### src/rtl/id_ex_stage.sv
// ID/EX pipeline register for the 5-stage RV32 core.
// Detects load-use hazards against the instruction in EX, bypasses the
// write-back result into the captured operands, inserts bubbles on hazards
// and branch flushes, and keeps a saturating count of hazard bubbles.
//
// Flow semantics: there is no ready/valid handshake here. Valid_ID marks a
// real instruction in ID. Valid_EX marks a real instruction in EX. Stall_ID
// asks upstream to hold PC and IF/ID for one cycle while EX takes a bubble.
// Stall_EXT freezes this register unconditionally.
module id_ex_stage #(
    parameter int XLEN  = 32,
    parameter int CNT_W = 16
) (
    input  logic              clk_i,
    input  logic              rst_i,
    input  logic              Valid_ID,
    input  logic [4:0]        RS1Addr_ID,
    input  logic [4:0]        RS2Addr_ID,
    input  logic [4:0]        RDAddr_ID,
    input  logic [XLEN-1:0]   RS1Data_ID,
    input  logic [XLEN-1:0]   RS2Data_ID,
    input  logic [XLEN-1:0]   Imm_ID,
    input  logic [9:0]        Funct_ID,
    input  logic [1:0]        ALUOp_ID,
    input  logic              ALUSrc_ID,
    input  logic              RegWrite_ID,
    input  logic              MemRead_ID,
    input  logic              MemWrite_ID,
    input  logic              MemToReg_ID,
    input  logic              Flush_ID,
    input  logic              Stall_EXT,
    input  logic [4:0]        RDAddr_WB,
    input  logic              RegWrite_WB,
    input  logic [XLEN-1:0]   WBData_WB,
    output logic              Stall_ID,
    output logic              Valid_EX,
    output logic [4:0]        RS1Addr_EX,
    output logic [4:0]        RS2Addr_EX,
    output logic [4:0]        RDAddr_EX,
    output logic [XLEN-1:0]   RS1Data_EX,
    output logic [XLEN-1:0]   RS2Data_EX,
    output logic [XLEN-1:0]   Imm_EX,
    output logic [9:0]        Funct_EX,
    output logic [1:0]        ALUOp_EX,
    output logic              ALUSrc_EX,
    output logic              RegWrite_EX,
    output logic              MemRead_EX,
    output logic              MemWrite_EX,
    output logic              MemToReg_EX,
    output logic [CNT_W-1:0]  BubbleCnt
);

    // Everything held in EX, kept together so a bubble is simply all zeros.
    typedef struct packed {
        logic              valid;
        logic [4:0]        rs1_addr;
        logic [4:0]        rs2_addr;
        logic [4:0]        rd_addr;
        logic [XLEN-1:0]   rs1_data;
        logic [XLEN-1:0]   rs2_data;
        logic [XLEN-1:0]   imm;
        logic [9:0]        funct;
        logic [1:0]        alu_op;
        logic              alu_src;
        logic              reg_write;
        logic              mem_read;
        logic              mem_write;
        logic              mem_to_reg;
    } ex_t;

    ex_t              ex_q;
    ex_t              ex_d;
    logic [CNT_W-1:0] cnt_q;
    logic [CNT_W-1:0] cnt_d;
    logic             load_use;
    logic             wb_hit1;
    logic             wb_hit2;
    logic [XLEN-1:0]  rs1_val;
    logic [XLEN-1:0]  rs2_val;

    // Load-use hazard: the load in EX writes a register that ID reads.
    // x0 never creates a hazard; a flush discards ID so there is nothing to stall.
    always_comb begin
        load_use = Valid_ID & ex_q.valid & ex_q.mem_read & (ex_q.rd_addr != 5'd0) &
                   ((ex_q.rd_addr == RS1Addr_ID) | (ex_q.rd_addr == RS2Addr_ID)) &
                   ~Flush_ID;
    end

    assign Stall_ID = load_use;

    // Write-back bypass so a value written this cycle is seen by the reader in ID.
    always_comb begin
        wb_hit1 = RegWrite_WB & (RDAddr_WB != 5'd0) & (RDAddr_WB == RS1Addr_ID);
        wb_hit2 = RegWrite_WB & (RDAddr_WB != 5'd0) & (RDAddr_WB == RS2Addr_ID);
        rs1_val = wb_hit1 ? WBData_WB : RS1Data_ID;
        rs2_val = wb_hit2 ? WBData_WB : RS2Data_ID;
    end

    // Next EX contents and counter: freeze, then flush, then hazard bubble, then load.
    always_comb begin
        ex_d  = ex_q;
        cnt_d = cnt_q;
        if (Stall_EXT) begin
            ex_d  = ex_q;
            cnt_d = cnt_q;
        end else if (Flush_ID) begin
            ex_d = '0;
        end else if (load_use) begin
            ex_d = '0;
            if (cnt_q != {CNT_W{1'b1}}) begin
                cnt_d = cnt_q + CNT_W'(1);
            end
        end else begin
            ex_d.valid      = Valid_ID;
            ex_d.rs1_addr   = RS1Addr_ID;
            ex_d.rs2_addr   = RS2Addr_ID;
            ex_d.rd_addr    = RDAddr_ID;
            ex_d.rs1_data   = rs1_val;
            ex_d.rs2_data   = rs2_val;
            ex_d.imm        = Imm_ID;
            ex_d.funct      = Funct_ID;
            // Control of a non-instruction is forced off so nothing can fire from it.
            ex_d.alu_op     = Valid_ID ? ALUOp_ID : 2'b00;
            ex_d.alu_src    = Valid_ID & ALUSrc_ID;
            ex_d.reg_write  = Valid_ID & RegWrite_ID;
            ex_d.mem_read   = Valid_ID & MemRead_ID;
            ex_d.mem_write  = Valid_ID & MemWrite_ID;
            ex_d.mem_to_reg = Valid_ID & MemToReg_ID;
        end
    end

    // Pipeline register and bubble counter with synchronous active-low reset.
    always_ff @(posedge clk_i) begin
        if (!rst_i) begin
            ex_q  <= '0;
            cnt_q <= '0;
        end else begin
            ex_q  <= ex_d;
            cnt_q <= cnt_d;
        end
    end

    assign Valid_EX    = ex_q.valid;
    assign RS1Addr_EX  = ex_q.rs1_addr;
    assign RS2Addr_EX  = ex_q.rs2_addr;
    assign RDAddr_EX   = ex_q.rd_addr;
    assign RS1Data_EX  = ex_q.rs1_data;
    assign RS2Data_EX  = ex_q.rs2_data;
    assign Imm_EX      = ex_q.imm;
    assign Funct_EX    = ex_q.funct;
    assign ALUOp_EX    = ex_q.alu_op;
    assign ALUSrc_EX   = ex_q.alu_src;
    assign RegWrite_EX = ex_q.reg_write;
    assign MemRead_EX  = ex_q.mem_read;
    assign MemWrite_EX = ex_q.mem_write;
    assign MemToReg_EX = ex_q.mem_to_reg;
    assign BubbleCnt   = cnt_q;

endmodule

### config.mk
export PLATFORM = sky130hd
export DESIGN_NAME = id_ex_stage
export DESIGN_NICKNAME = d
export VERILOG_FILES = /design/src/rtl/id_ex_stage.sv
export SDC_FILE = /design/constraint.sdc
export NUM_CORES = 1
export LEC_CHECK = 0
export BUFFER_PORTS_ARGS = -buffer_cell sky130_fd_sc_hd__clkbuf_2
export CELL_PAD_IN_SITES_DETAIL_PLACEMENT = 2
export CELL_PAD_IN_SITES_GLOBAL_PLACEMENT = 2
export CORE_MARGIN = 5
export CORE_UTILIZATION = 23
export DETAILED_ROUTE_END_ITERATION = 7
export PLACE_DENSITY_LB_ADDON = 0.1
export SYNTH_ARGS = -nofsm -noshare
export SYNTH_HDL_FRONTEND = slang
export SYNTH_SLANG_ARGS = --single-unit
export TNS_END_PERCENT = 30
### constraint.sdc
create_clock -name clk_i -period 2.38 [get_ports clk_i]
set_input_delay 0.714 -clock clk_i [delete_from_list [all_inputs] [get_ports clk_i]]
set_output_delay 0.714 -clock clk_i [all_outputs]
set_load 0.005 [all_outputs]
==> impl_metrics.json <==
{
  "ios": 317,
  "cts_tree": "yes",
  "syn_avg_cell_area_um2": 10.2,
  "relSlewSlack_pct": 66.8,
  "areaGrowthSynthToFinish_pct": 50.2,
  "finalSetupViolCount": 1,
  "portBuffers": 316,
  "ys.flop_type": "dfxtp_1",
  "crit_path_top_delay_cell": "or4_4",
  "final_nets": 1086,
  "critPathMaxStageDelay_ps": 560,
  "finalCritPeriodShare_pct": 103,
  "dieHeight_um": 169,
  "vdd_drop_max_mv": 0.323,
  "power_per_cell_area_mw_per_mm2": 695,
  "num_rows": 58,
  "clk_latency_ps": 420,
  "cp-end-kind": "primary output",
  "synth-seq-cells": 145,
  "start_util_pct": 23.2,
  "ant_nets": 0,
  "drcViolationCount": 0,
  "p_sw_mw": 1.57,
  "fmax_mhz": 409,
  "grt_overflow": 0,
  "hold_ws_ps": 455,
  "wl_um": 24400,
  "dr_total_vias": 5777,
  "vias_per_cell": 4.59,
  "p_int_mw": 4.53,
  "grt_pass1_wl_um": 37300,
  "worstMarginPinSlew_ps": 491,
  "netlist_instances": 571,
  "syn-num-nets": 743,
  "yosysSeqAreaShare_pct": 49.7,
  "grt_setup_unrepaired": "true",
  "place_inst": 1221,
  "finalClockSkew_ps": 13.4,
  "synth-edff-count": 0,
  "p_comb_share_pct": 10.0,
  "cp_cell_sequence": "or4_4 -> o21bai_4 -> buf_8 -> nor2_2 -> clkbuf_2",
  "antenna_found_initial": 1,
  "finalWorstSetupSlack_ps": -65.0,
  "worst_hold_path_type": "register to register",
  "initialDrtViolationCount": 186,
  "cap_violations": 0,
  "hpwlAfterDp_um": 19200,
  "finalMaxSlewViolations": 0,
  "track_usage_pct": 16.5,
  "cts_sinks": 145,
  "status": "finished, violations left",
  "netlist_area_mm2": 0.00584,
  "hold_viol": 0,
  "swShare_pct": 25.8,
  "worstPathArrival_ps": 1730,
  "grt_max_degree": 65,
  "grt_pass1_vias": 6607,
  "cts.htree.levels": 4,
  "fin_cells": 1258,
  "wl_per_cell_um": 19.4,
  "worst-path-buf-inv": 2,
  "final_common_cell": "clkbuf_2",
  "clk_pin_slew_ps": 70,
  "clockBufferDepth": 2,
  "dr.pass1.iters": 4,
  "startpoint_type": "register",
  "p_leak_nw": 3.89,
  "final_cell_mix": "clkbuf_2 (316), dfxtp_1 (141), nand2_1 (83), mux2i_1 (76), a22o_1 (58)",
  "clkPwrFrac_pct": 47.9,
  "synthArstFlopShare_pct": 0,
  "violations": "setup timing",
  "holdBufCountCts": 0,
  "crit_family": "simple AND/OR/NAND/NOR gates",
  "die_w_um": 169,
  "crit_type": "register to primary output",
  "register_area_mm2": 0.00291,
  "synth-warning-count": 0,
  "drive_gt1_share_pct": 44.6,
  "ys_types": 41,
  "gp_congestion": 0.838,
  "critPathRequiredTime_ps": 1670,
  "fp.dieArea_mm2": 0.0287,
  "cts_buffers": 17,
  "seqPwrFrac_pct": 42.0,
  "period_minus_slack_ps": 2450,
  "fill_cells": 2860,
  "multi_input_area_mm2": 0.00273,
  "root_buffer": "clkbuf_16",
  "path_max_fanout": 4,
  "fp.coreArea_mm2": 0.0251
}
[synthesized netlist by cell type, drive strengths merged (4+ instances only)]
library cell,count,share of area [%]
o21ai,66,5.7
buf,18,2.5
nor2,4,0.26
nand4,6,0.64
dfxtp,145,50
mux2i,76,13
nand2b,15,1.6
nand2,83,5.3
nand3,8,0.69
nor4,8,1.1
xnor2,16,2.4
clkbuf,24,1.5
xor2,4,0.60
a22o,58,8.7
a32o,7,1.2
[per-stage QoR]
stage	power, mW	utilization, %	area [um^2]	worst slack, ps	setup TNS, ps
6_report	6.10	34.9	8770	-65.0	-65.0
3_5_place_dp	3.24	32.2	8080	-140	-3870
3_3_place_gp	3.22	32.2	8080	-40.0	-141
2_1_floorplan	2.84	-	5840	59.5	0
4_1_cts	6.24	34.9	8760	-143	-143
5_1_grt	6.40	34.9	8770	-142	-144
[layout make-up]
cell class / instances / share of cell area [%]
diodes: 1 / 0.0285
clock buffers: 17 / 4.85
clock inverters: 15 / 2.35
multi-input cells: 384 / 31.2
flip-flops and latches: 145 / 33.2
well taps: 330 / 4.71
repair buffers: 366 / 23.7
[kinds of logic after synthesis]
family | count (synthesis) | synth area share [%]
and+or+nand+nor | 144 | 12.5
buffers and inverters | 42 | 4.01
xor gates and xnor gates | 20 | 3.00
DFF | 145 | 49.7
adders and majority gates | 1 | 0.214
AOI/OAI and AO/OA | 143 | 17.6
muxes | 76 | 13.0
[tightest hold or removal path, cell delays in order, from the launching register on]
cell and delay [ps]:
dfxtp_1 310, nand2_1 50, o21ai_1 50
[flip-flops by register name, indices dropped and copies added, names as in the netlist, 2 cells and up]
register    cells
ALUOp_EX        2
BubbleCnt      16
Funct_EX       10
Imm_EX         32
RDAddr_EX       5
RS1Addr_EX      5
RS1Data_EX     32
RS2Addr_EX      5
RS2Data_EX     32
[power groups by stage]
stage	Combinational, mW	Clock (mW)	Sequential (mW)
after floorplan	0.223	0	2.62
after global placement	0.601	0	2.61
after detailed placement	0.621	0	2.62
after CTS	0.627	3.05	2.56
after global routing	0.676	3.15	2.57
final	0.612	2.92	2.56
[per-layer routing]
| metal | part of all wire [%] | GRT usage, % |
|---|---|---|
| met1 | 40 | 18.9 |
| met2 | 52 | 30.2 |
| met3 | 6.2 | 4.50 |
| met4 | 1.6 | 4.69 |
| met5 | 0 | 0 |
[worst paths after layout]
path	start	depth (start not counted)	slack, ps	end
min reg2reg	RS1Data_EX[20]	2	450	RS1Data_EX[20]
min	RS1Data_EX[20]	2	450	RS1Data_EX[20]
max	RDAddr_EX[1]	5	-70	Stall_ID
max reg2reg	RDAddr_EX[1]	7	140	Imm_EX[23]
[what timing repair did]
item | CTS | global route
resized for setup | 8 | 2
cloned | 0 | 0
setup endpoints to repair | 1 | 2
pin swaps | 2 | 1
setup buffers | 4 | 0
Note: power is estimated with default switching activity, not from simulation.
